`config.mk`:
```
export PLATFORM = sky130hd
export DESIGN_NAME = instr_fetch
export DESIGN_NICKNAME = d
export VERILOG_FILES = /design/src/rtl/rv_pkg.sv /design/src/rtl/fetch_fifo.sv /design/src/rtl/instr_fetch.sv
export SDC_FILE = /design/constraint.sdc
export NUM_CORES = 1
export LEC_CHECK = 0
export CAP_MARGIN = 20
export CELL_PAD_IN_SITES_DETAIL_PLACEMENT = 1
export CELL_PAD_IN_SITES_GLOBAL_PLACEMENT = 2
export CORE_UTILIZATION = 38
export CTS_BUF_LIST = sky130_fd_sc_hd__clkbuf_2 sky130_fd_sc_hd__clkbuf_4 sky130_fd_sc_hd__clkbuf_8
export CTS_CLUSTER_DIAMETER = 30
export DETAILED_ROUTE_END_ITERATION = 16
export PLACE_DENSITY_LB_ADDON = 0.1
export RECOVER_POWER = 100
export SYNTH_ARGS = -nofsm -noshare
export SYNTH_HDL_FRONTEND = slang
export SYNTH_SLANG_ARGS = --single-unit
```
`constraint.sdc`:
```
create_clock -name clk -period 5.91 [get_ports clk]
set_clock_uncertainty 0.1 [all_clocks]
set_input_delay 0.591 -clock clk [delete_from_list [all_inputs] [get_ports clk]]
set_output_delay 0.591 -clock clk [all_outputs]
set_load 0.02 [all_outputs]
```
`src/rtl/rv_pkg.sv`:
```
// Shared definitions for the fetch slice: default address width, instruction
// width and the fetch-controller state encoding.
package rv_pkg;
    localparam int ADDR_W_DEFAULT = 32;
    localparam int INSTR_W        = 32;

    typedef enum logic [1:0] {
        ST_RUN   = 2'd0,
        ST_DRAIN = 2'd1,
        ST_ERR   = 2'd2
    } fetch_state_e;
endpackage

```
`src/rtl/fetch_fifo.sv`:
```
// Synchronous FIFO with occupancy count and a synchronous clear; used for both
// the in-flight PC tag queue and the decoded-instruction output queue.
module fetch_fifo #(
    parameter int WIDTH = 32,
    parameter int DEPTH = 2
) (
    input  logic                    clk,
    input  logic                    rst,
    input  logic                    i_clr,
    input  logic                    i_push,
    input  logic [WIDTH-1:0]        i_din,
    input  logic                    i_pop,
    output logic [WIDTH-1:0]        o_dout,
    output logic                    o_empty,
    output logic                    o_full,
    output logic [$clog2(DEPTH):0]  o_count
);
    localparam int PW = (DEPTH > 1) ? $clog2(DEPTH) : 1;
    localparam int CW = $clog2(DEPTH) + 1;

    logic [WIDTH-1:0] r_mem [0:DEPTH-1];
    logic [PW-1:0]    r_wr_ptr;
    logic [PW-1:0]    r_rd_ptr;
    logic [CW-1:0]    r_count;
    logic             w_push;
    logic             w_pop;

    assign o_empty = (r_count == '0);
    assign o_full  = (r_count == CW'(DEPTH));
    assign o_count = r_count;
    assign o_dout  = r_mem[r_rd_ptr];

    // Overflow/underflow attempts are dropped rather than corrupting pointers.
    assign w_push = i_push && !o_full;
    assign w_pop  = i_pop && !o_empty;

    always_ff @(posedge clk or negedge rst) begin
        if (!rst) begin
            r_wr_ptr <= '0;
            r_rd_ptr <= '0;
            r_count  <= '0;
        end else if (i_clr) begin
            r_wr_ptr <= '0;
            r_rd_ptr <= '0;
            r_count  <= '0;
        end else begin
            if (w_push) begin
                r_wr_ptr <= (r_wr_ptr == PW'(DEPTH - 1)) ? '0 : r_wr_ptr + PW'(1);
            end
            if (w_pop) begin
                r_rd_ptr <= (r_rd_ptr == PW'(DEPTH - 1)) ? '0 : r_rd_ptr + PW'(1);
            end
            r_count <= r_count + CW'(w_push) - CW'(w_pop);
        end
    end

    always_ff @(posedge clk) begin
        if (w_push && !i_clr) begin
            r_mem[r_wr_ptr] <= i_din;
        end
    end
endmodule

```
`src/rtl/instr_fetch.sv`:
```
// Instruction fetch: issues aligned PCs to imem under credit control, pairs
// in-order responses with their PCs and queues them for decode; handles flush.
module instr_fetch
    import rv_pkg::*;
#(
    parameter int ADDR_W     = ADDR_W_DEFAULT,
    parameter int FIFO_DEPTH = 2,
    parameter int MAX_OUT    = 2
) (
    input  logic                clk,
    input  logic                rst,
    input  logic [ADDR_W-1:0]   pc_in,
    input  logic                pc_valid,
    output logic                pc_ready,
    output logic                req_valid,
    output logic [ADDR_W-1:0]   req_addr,
    input  logic                req_ready,
    input  logic                resp_valid,
    input  logic [INSTR_W-1:0]  resp_data,
    output logic                instr_valid,
    output logic [INSTR_W-1:0]  instr,
    output logic [ADDR_W-1:0]   instr_pc,
    input  logic                instr_ready,
    input  logic                flush,
    output logic                misalign_err
);
    localparam int OCW = $clog2(MAX_OUT) + 1;
    localparam int QCW = $clog2(FIFO_DEPTH) + 1;
    localparam int QW  = ADDR_W + INSTR_W;

    fetch_state_e     r_state;
    fetch_state_e     w_state_next;
    logic [OCW-1:0]   r_outstanding;
    logic [OCW-1:0]   w_outstanding_next;
    logic [OCW-1:0]   r_drop_cnt;
    logic [OCW-1:0]   w_drop_next;
    logic [OCW-1:0]   w_inflight_after;
    logic             r_misalign;

    logic             w_misaligned;
    logic             w_credit_ok;
    logic             w_accept;
    logic             w_resp;
    logic             w_resp_drop;
    logic             w_resp_keep;
    logic             w_deq;

    logic [ADDR_W-1:0] w_tag_pc;
    logic              w_tag_empty;
    logic              w_tag_full;
    logic [OCW-1:0]    w_tag_count;
    logic [QW-1:0]     w_q_head;
    logic              w_q_empty;
    logic              w_q_full;
    logic [QCW-1:0]    w_q_count;
    logic              w_unused;

    assign w_misaligned = (pc_in[1:0] != 2'b00);

    // Same-cycle decode pops are deliberately not credited.
    assign w_credit_ok = (int'(r_outstanding) < MAX_OUT)
                      && (int'(r_outstanding) + int'(w_q_count) < FIFO_DEPTH)
                      && !w_tag_full;

    assign w_accept = rst && (r_state == ST_RUN) && pc_valid && req_ready
                   && !flush && !w_misaligned && w_credit_ok;

    assign pc_ready  = w_accept;
    assign req_valid = w_accept;
    assign req_addr  = pc_in;

    // Responses with nothing outstanding (e.g. pre-reset requests) are ignored.
    assign w_resp      = resp_valid && (r_outstanding != '0);
    assign w_resp_drop = w_resp && (r_drop_cnt != '0);
    assign w_resp_keep = w_resp && (r_drop_cnt == '0) && !flush && !w_tag_empty;

    assign w_inflight_after   = r_outstanding - OCW'(w_resp);
    assign w_outstanding_next = r_outstanding + OCW'(w_accept) - OCW'(w_resp);

    always_comb begin
        w_state_next = r_state;
        w_drop_next  = r_drop_cnt - OCW'(w_resp_drop);
        case (r_state)
            ST_RUN: begin
                if (flush) begin
                    w_drop_next  = w_inflight_after;
                    w_state_next = (w_inflight_after != '0) ? ST_DRAIN : ST_RUN;
                end else if (pc_valid && w_misaligned) begin
                    w_state_next = ST_ERR;
                end
            end
            ST_DRAIN: begin
                if (w_drop_next == '0) begin
                    w_state_next = ST_RUN;
                end
            end
            ST_ERR: begin
                if (flush) begin
                    w_drop_next  = w_inflight_after;
                    w_state_next = (w_inflight_after != '0) ? ST_DRAIN : ST_RUN;
                end
            end
            default: w_state_next = ST_RUN;
        endcase
    end

    always_ff @(posedge clk or negedge rst) begin
        if (!rst) begin
            r_state       <= ST_RUN;
            r_outstanding <= '0;
            r_drop_cnt    <= '0;
            r_misalign    <= 1'b0;
        end else begin
            r_state       <= w_state_next;
            r_outstanding <= w_outstanding_next;
            r_drop_cnt    <= w_drop_next;
            r_misalign    <= (w_state_next == ST_ERR);
        end
    end

    assign misalign_err = r_misalign;

    fetch_fifo #(
        .WIDTH (ADDR_W),
        .DEPTH (MAX_OUT)
    ) u_tag_q (
        .clk     (clk),
        .rst     (rst),
        .i_clr   (flush),
        .i_push  (w_accept),
        .i_din   (pc_in),
        .i_pop   (w_resp_keep),
        .o_dout  (w_tag_pc),
        .o_empty (w_tag_empty),
        .o_full  (w_tag_full),
        .o_count (w_tag_count)
    );

    fetch_fifo #(
        .WIDTH (QW),
        .DEPTH (FIFO_DEPTH)
    ) u_out_q (
        .clk     (clk),
        .rst     (rst),
        .i_clr   (flush),
        .i_push  (w_resp_keep),
        .i_din   ({w_tag_pc, resp_data}),
        .i_pop   (w_deq),
        .o_dout  (w_q_head),
        .o_empty (w_q_empty),
        .o_full  (w_q_full),
        .o_count (w_q_count)
    );

    assign instr_valid = !w_q_empty;
    assign w_deq       = instr_valid && instr_ready;
    assign instr       = instr_valid ? w_q_head[INSTR_W-1:0] : '0;
    assign instr_pc    = instr_valid ? w_q_head[QW-1:INSTR_W] : '0;

    assign w_unused = ^{w_tag_count, w_q_full};
endmodule

```
# After elaboration in Yosys (flattened, before gate mapping)
# Memories as Yosys holds them, arrays and structs flattened.
# Index checks and enable logic that the tools add are counted.
[totals]
reg_bits = 15
latch_bits = 0
mem_count = 2
ramBits = 192
input_bits = 71
mem_bits_ro = 0
[memory_table]
columns = ["memory", "words", "word_bits", "rd", "rd_clocked_by_memory_dff", "wr", "line", "rtl"]
rows = [
  ["u_out_q.r_mem", 2, 64, 1, 0, 1, "fetch_fifo.sv:21", "logic [WIDTH-1:0] r_mem [0:DEPTH-1];"],
  ["u_tag_q.r_mem", 2, 32, 1, 0, 1, "fetch_fifo.sv:21", ""],
]
[classes]
n_eq_ne = 5
n_shift = 0
n_reduce_logical = 41
n_mul = 0
n_mux = 28
bitwise = 0
n_lt_le_gt_ge = 2
n_addsub = 13
n_div = 0
[ops]
columns = ["cell", "count"]
rows = [
  ["32-bit two-way mux", 2],
  ["1-bit logical AND", 21],
  ["1-bit two-way mux", 17],
  ["2-bit two-way mux", 8],
  ["2-bit nonzero test", 8],
  ["2-bit logical NOT", 5],
  ["2-bit by 1-bit subtractor with 2-bit output", 5],
  ["2-bit == test, second input constant", 4],
  ["2-bit by 1-bit adder with 2-bit output", 3],
  ["1-bit logical NOT", 6],
  ["2-bit one-hot mux with 3 select lines", 1],
  ["1-bit adder, second input constant", 4],
  ["2-bit by 2-bit adder with 3-bit output", 1],
  ["3-bit by 2-bit less-than comparator with 1-bit output, second input constant", 1],
  ["2-bit by 1-bit == test with 1-bit output, second input constant", 1],
  ["2-bit less-than comparator, second input constant", 1],
  ["2-bit OR reduction", 1],
]

# Logic depth before layout (Yosys ltp)
# Gate-level depths: netlist of run 1.
[logic_depth]
ltp_word = 11
depth_mapped = 7

# Hierarchy
# A second synthesis of run 1 with hierarchy kept.
[unflattened]
hier_cells = 490
hier_area_um2 = 8853.5
[modules_own_cells]
columns = ["module", "n_inst", "cells_each", "seq_area_each_um2", "area_each_um2"]
rows = [
  ["fetch_fifo at u_out_q", 1, 222, 3943.8, 5074.9],
  ["fetch_fifo at u_tag_q", 1, 123, 2021.9, 2682.6],
  ["instr_fetch", 1, 145, 175.2, 1096.1],
]

# Worst setup path before layout of run 1
# Ideal clock, no wire load.
[synth_path]
kind = "in2reg"
startpoint = "input port flush"
endpoint = "memory u_out_q.r_mem[0][0] (netlist bit), enable pin"
path_slack_ns = 1.176
t_required_ns = 5.316
path_stages = 3
setup_time_ns = 0.494
t_arrival_ns = 4.140
path_buffers = 0
path_cell_list = "or3_1 a2111oi_4 nor2b_1"
[synth_between]
elab_chain_len = 7
[synth_lines]
columns = ["item", "line", "rtl"]
rows = [
  ["from (decl)", "instr_fetch.sv:24", "input logic flush,"],
  ["1-bit logical NOT *", "fetch_fifo.sv:58, instr_fetch.sv:75", ""],
  ["1-bit logical AND (2 in a row)", "instr_fetch.sv:75", "assign w_resp_keep = w_resp && (r_drop_cnt == '0) && !flush && !w_tag_empty;"],
  ["1-bit logical AND", "fetch_fifo.sv:34", "assign w_push = i_push && !o_full;"],
  ["1-bit logical AND *", "fetch_fifo.sv:58", "if (w_push && !i_clr) begin"],
  ["1-bit two-way mux *", "fetch_fifo.sv:58", ""],
  ["1-bit two-way mux (implied by the code) *", "fetch_fifo.sv:59", "r_mem[r_wr_ptr] <= i_din;"],
  ["to (decl)", "fetch_fifo.sv:21", ""],
]
# Every way passes the cells marked *; elsewhere a longest branch is shown, timed or not.

# Final worst setup path of run 1
[layout_path]
startpoint = "register u_out_q.r_rd_ptr"
endpoint = "output port instr_pc[1]"
[layout_between]
elab_chain_len = 2
[layout_lines]
columns = ["item", "line", "rtl"]
rows = [
  ["from (decl)", "fetch_fifo.sv:23", "logic [PW-1:0] r_rd_ptr;"],
  ["from (signal assigned)", "fetch_fifo.sv:51", "r_rd_ptr <= (r_rd_ptr == PW'(DEPTH - 1)) ? '0 : r_rd_ptr + PW'(1);"],
  ["memory 2 x 64 bit", "--", ""],
  ["32-bit two-way mux", "instr_fetch.sv:158", "assign instr_pc = instr_valid ? w_q_head[QW-1:INSTR_W] : '0;"],
  ["to (decl)", "instr_fetch.sv:22", "output logic [ADDR_W-1:0] instr_pc,"],
]
# No other way between the ends.

==> metrics.cfg, run 1 <==
[placement]
hpwl_um=10200
buffer_ports.inserted=170
finalWeightedCongestion=0.731
dpl_cell_area_sq_um=10000

[clocking]
cts.path.max_buffers=3
clock_tree.root_cell=clkbuf_8
postCtsSetupBuffers=0
tritoncts.num_buffers=44
clock_latency_ns=0.53
cts_tree=yes
cts_hold_buf=0
cts_repair_resize_count=0
worst_setup_hold_path_clk_slew_ns=0.05
clock_sink_count=207
htree_num_levels=2

[routing]
drc_errors=0
ant_nets=0
detail_route.wl_per_cell_um=17.7
finalWirelength_um=17000
detailedRoute.firstPassIterationCount=4
detailroute.via_count=4540
drt-initial-drc-count=155
post_drt_via_cell_ratio=4.71

[run_status]
failed_checks=capacitance limit, slew limit
outcome=complete, but fails checks

[synth]
synth_sequential_area_ratio_pct=74.6
post_synth_inst_count=488
post_synth_instance_area_sq_um=8230
synth_top_flop_cell=edfxtp_1
mappedNetlistNets=566
synth.ff_latch_count=207
synthesis_warnings=0
synth_cell_types=30
synth-edff-count=192
synth_async_sr_flop_share_pct=7.25
postSynthAreaPerCell_sq_um=16.9

[global_route]
grt_max_degree=65
first_global_vias=4948
wire_length_of_the_first_global_routing_pass_um=26300
grtUsageMet3_pct=4.46
grt_remaining_overflow=0
gr-usage-all-layers_pct=15.6
met1_usage_pct=19.8
number_of_antenna_violations_at_the_first_check_in_global_routing=0
grt_most_used_layer=met2
global_route_met2_utilization_pct=25.5

[hold_path]
timing.hold.worst.class=flop to flop
worst_hold_path.num_cells=1

[power_and_ir_drop]
p_total_w=0.00407
power.sequential.fraction_pct=39.8
power.share.clock_pct=47.5
power_leakage_nw=3.98
netSwitchingFraction_pct=23.3
peakVddDrop_uv=200
power_frac_comb_pct=12.8
power.switching_w=0.000946
power.density_cell_area_nw_per_um2=367
p_int_w=0.00312

[timing]
setup_tns_ns=0
clock_period_minus_worst_slack_ns=4.76
hold_viol=0
rsz0062_at_grt=no
max_freq_mhz=210
post_route_fraction_of_the_period_consumed_by_the_critical_path_pct=80.5
timing_max_transition_violations_final=250
endpoints_failing_setup=0
slew_hr_pct=-21.8
tightestPinTransition_ns=1.82

[die]
initial_utilization_pct=38.9
die_w_um=149
dieHeight_um=149
num_io_pins=171
die_area_sq_um=22300
core_sq_um=21200
floorplan.rows=53

[critical_path]
worst_path_largest_cell_delay_ns=1.42
start_kind=flop
critical-path-slowest-cell=clkbuf_2
cp.arrival_ns=4.06
critPathMaxFanout=50
setup.worst_path.end_class=output pin
cp.required_ns=5.22
path_class=flop to output pin
cp_cell_sequence=clkbuf_2 -> mux2i_1 -> nor2_1 -> dlygate4sd3_1
worstRegToRegCells=5

[final_layout]
final_cell_mix=edfxtp_1, dlygate4sd3_1, nor2_1
design_area_sq_um=11100
commonest_non_fill_non_tap_cell_in_the_layout=edfxtp_1
syn2layout_area_growth_pct=34.6
antenna_cells=0
final_layout_size_suffix_gt1_share_pct=13.4
finish.net_count=733

[flow_run]
max_capacitance_violation_total=6

-- path summary, 6_finish.rpt --
kind / startpoint / to / slack, ns
worst min-delay path: u_out_q.r_wr_ptr$_DFFE_PN0P_ / u_out_q.r_wr_ptr$_DFFE_PN0P_ / 0.44
worst min register to register: u_out_q.r_wr_ptr$_DFFE_PN0P_ / u_out_q.r_wr_ptr$_DFFE_PN0P_ / 0.44
worst max register to register: u_out_q.o_count[0]$_DFF_PN0_ / u_tag_q.r_mem[0][14]$_DFFE_PP_ / 1.35
worst max-delay path: u_out_q.r_rd_ptr$_DFFE_PN0P_ / instr_pc[1] / 1.15
max in group asynchronous: rst / misalign_err$_DFF_PN0_ / 4.75
min in group asynchronous: rst / r_outstanding[1]$_DFF_PN0_ / 0.48
-- worst max-delay path: cells and delay by family (launching register included) --
kind,cells,cell delay (ns)
AND/OR/NAND/NOR,1,0.19
multiplexers,1,0.21
buffers and inverters,2,2.17
flip-flops,1,0.91
-- power by group through the flow --
stage,Sequential [W],Clock (W),Combinational (W)
final,0.00162,0.00193,0.000519
after global routing,0.00162,0.00204,0.000563
after CTS,0.00162,0.00198,0.000570
after detailed placement,0.00165,0,0.000567
after global placement,0.00165,0,0.000563
after floorplan,0.00164,0,0.000304
-- sequential cells by signal, indices dropped and copies added, names as in the netlist --
signal and flops:
r_state 2, misalign_err 1, u_tag_q.r_wr_ptr 1, u_tag_q.o_count 2, u_tag_q.r_mem 64, u_out_q.r_mem 128, u_out_q.r_rd_ptr 1, r_drop_cnt 2
u_out_q.r_wr_ptr 1, u_tag_q.r_rd_ptr 1, r_outstanding 2, u_out_q.o_count 2
-- cells in the mapped netlist, drive strengths merged, types with 2 or more instances --
library cell / count / area share, %
edfxtp: 192 / 70
nor2: 73 / 3.3
mux2i: 67 / 8.1
buf: 41 / 3.5
mux2: 33 / 4.6
dfrtp: 15 / 4.6
clkbuf: 11 / 0.50
inv: 10 / 0.46
nor2b: 8 / 0.61
ha: 6 / 0.91
o21ai: 4 / 0.24
xor2: 4 / 0.43
a2111oi: 3 / 0.78
and2: 3 / 0.23
nand2b: 3 / 0.23
xnor2: 3 / 0.32
a211oi: 2 / 0.18
a21oi: 2 / 0.12
-- per-layer routing --
metal | part of all wire, % | vias up
li1 | - | 2113
met1 | 45 | 2241
met2 | 48 | 157
met3 | 5.7 | 29
met4 | 2.0 | 0
met5 | 0 | -
-- logic make-up after synthesis --
family          after synthesis  synth area share, %
buf+inv                      62                 4.41
xor+xnor                      7                0.745
simple gates                 93                 4.96
mux                         100                 12.7
compound gates               12                 1.41
fa+ha+maj                     7                 1.16
flops                       207                 74.6
-- stage by stage --
stage	hold slack, ns	cells	util [%]	setup WS (ns)
final	0.438	964	52.4	1.15
after global routing	0.467	964	52.4	0.805
after CTS	0.395	964	52.7	1.56
after detailed placement	0.449	884	47.4	1.69
after global placement	0.440	884	47.4	1.90
after floorplan	0.195	488	-	1.18
-- area by class of cell --
type                    count  area, sq um
fillers                  1998        10100
flip-flops and latches    207         6140
multi-input cells         219         1700
clock inverters            28          447
clock buffers              52          678
inverters                  10         37.5
well taps                 275          344
repair buffers            173         1730
Power figures use the tool's default switching activity.
==> inputs of run 2 (changes only) <==
- clock period: 5.91 -> 4.75 ns (I/O delays scaled with it)
==> run 2 against run 1 <==
Effect of this change:
- critical path type is now input port to flop
- global-route usage fell by 0.12 points
- die area did not move
- register-to-register slack got worse by 0.68 ns
- largest cell class unchanged
- the run still ends with capacitance limit, slew limit left
- wire length fell by 0.62%
- utilization fell by 0.83 points
==> metrics.cfg, run 2 (synthesis gave the netlist of run 1 again) <==
[critical_path]
cp.arrival_ns=4.10
cp.required_ns=4.75
worst_path_largest_cell_delay_ns=1.44
critPathMaxFanout=64
path_class=input port to flop
critical-path-slowest-cell=and2_2
setup.worst_path.end_class=flop
cp_cell_sequence=dlygate4sd3_1 -> or3_1 -> a2111oi_0 -> and2_2
start_kind=input port

[routing]
detailedRoute.firstPassIterationCount=4
drt-initial-drc-count=132
ant_nets=0
finalWirelength_um=16900
post_drt_via_cell_ratio=4.67
detailroute.via_count=4481
detail_route.wl_per_cell_um=17.6
drc_errors=0

[die]
dieHeight_um=149
floorplan.rows=53
initial_utilization_pct=38.9
die_area_sq_um=22300
die_w_um=149
core_sq_um=21200
num_io_pins=171

[timing]
setup_tns_ns=0
max_freq_mhz=244
timing_max_transition_violations_final=100
tightestPinTransition_ns=1.66
hold_viol=0
rsz0062_at_grt=no
endpoints_failing_setup=0
slew_hr_pct=-10.8
clock_period_minus_worst_slack_ns=4.10
post_route_fraction_of_the_period_consumed_by_the_critical_path_pct=86.2

[run_status]
outcome=complete, but fails checks
failed_checks=capacitance limit, slew limit

[global_route]
gr-usage-all-layers_pct=15.5
number_of_antenna_violations_at_the_first_check_in_global_routing=0
grt_max_degree=65
first_global_vias=4864
grt_remaining_overflow=0
wire_length_of_the_first_global_routing_pass_um=26000

[placement]
hpwl_um=10600
buffer_ports.inserted=170
finalWeightedCongestion=0.754
place.detailed.instances=888

[final_layout]
syn2layout_area_growth_pct=32.5
final_cell_mix=edfxtp_1, dlygate4sd3_1, nor2_1
post_layout_nonfiller_instances=960
commonest_non_fill_non_tap_cell_in_the_layout=edfxtp_1
reg_top3=u_out_q.r_mem x128, u_tag_q.r_mem x64
final_layout_size_suffix_gt1_share_pct=12.9
number_of_flip_flops_in_the_largest_register=128
finish.net_count=734
top_register=u_out_q.r_mem

[flow_run]
max_capacitance_violation_total=2

[hold_path]
timing.hold.worst.class=flop to flop

[clocking]
postCtsSetupBuffers=0
cts.path.max_buffers=3
htree_num_levels=2
clock_tree.root_cell=clkbuf_8
cts_hold_buf=0
tritoncts.num_buffers=41
clock_latency_ns=0.52
cts_repair_resize_count=0
worst_setup_hold_path_clk_slew_ns=0.05
clock_sink_count=207
cts_tree=yes

[power_and_ir_drop]
power_leakage_nw=3.89
peakVddDrop_uv=230
power.density_cell_area_nw_per_um2=426

## run 2: per-stage QoR
step	area (sq um)	hold WS [ns]	worst slack [ns]	total power, W	utilization (%)
6_report	10900	0.419	0.655	0.00465	51.6
5_1_grt	10900	0.457	0.287	0.00483	51.5
4_1_cts	11000	0.164	0.521	0.00478	51.9
3_5_place_dp	10000	0.452	0.910	0.00276	47.5
3_3_place_gp	10000	0.442	1.03	0.00275	47.5
2_1_floorplan	8230	0.0794	0.132	0.00241	-
## run 2: path summary, 6_finish.rpt
path,start,endpoint,slack (ns),cells past startpoint
setup / recovery,flush,u_out_q.r_mem[1][27]$_DFFE_PP_,0.65,4
hold / removal,u_out_q.r_wr_ptr$_DFFE_PN0P_,u_out_q.r_wr_ptr$_DFFE_PN0P_,0.42,1
setup reg to reg,r_outstanding[0]$_DFF_PN0_,u_tag_q.r_mem[0][22]$_DFFE_PP_,0.67,6
hold reg to reg,u_out_q.r_wr_ptr$_DFFE_PN0P_,u_out_q.r_wr_ptr$_DFFE_PN0P_,0.42,1
max in group asynchronous,rst,u_out_q.r_rd_ptr$_DFFE_PN0P_,3.39,2
min in group asynchronous,rst,misalign_err$_DFF_PN0_,0.50,2
## run 2: report_power, final
group          switching, W  internal [W]
Clock              0.000745       0.00126
Combinational      0.000349      0.000272
Sequential        0.0000349       0.00199
## run 2: layout make-up
cell class              count  area [sq um]
diodes                      1          2.50
clock buffers              47           622
clock inverters            24           300
fillers                  2001         10200
inverters                  10          37.5
multi-input cells         219          1700
flip-flops and latches    207          6140
well taps                 275           344
repair buffers            177          1760
## run 2: metal layers
layer	track usage [%]	share of wire, %
met5	0	0
met4	6.17	2.0
met3	3.76	5.6
met2	25.3	48
met1	19.9	45
## run 2: worst max-delay path, delay by kind of cell
kind / cells / cell delay (ns)
AND/OR/NAND/NOR: 2 / 1.85
AO/OA/AOI/OAI: 1 / 1.02
buffers and inverters: 1 / 0.73
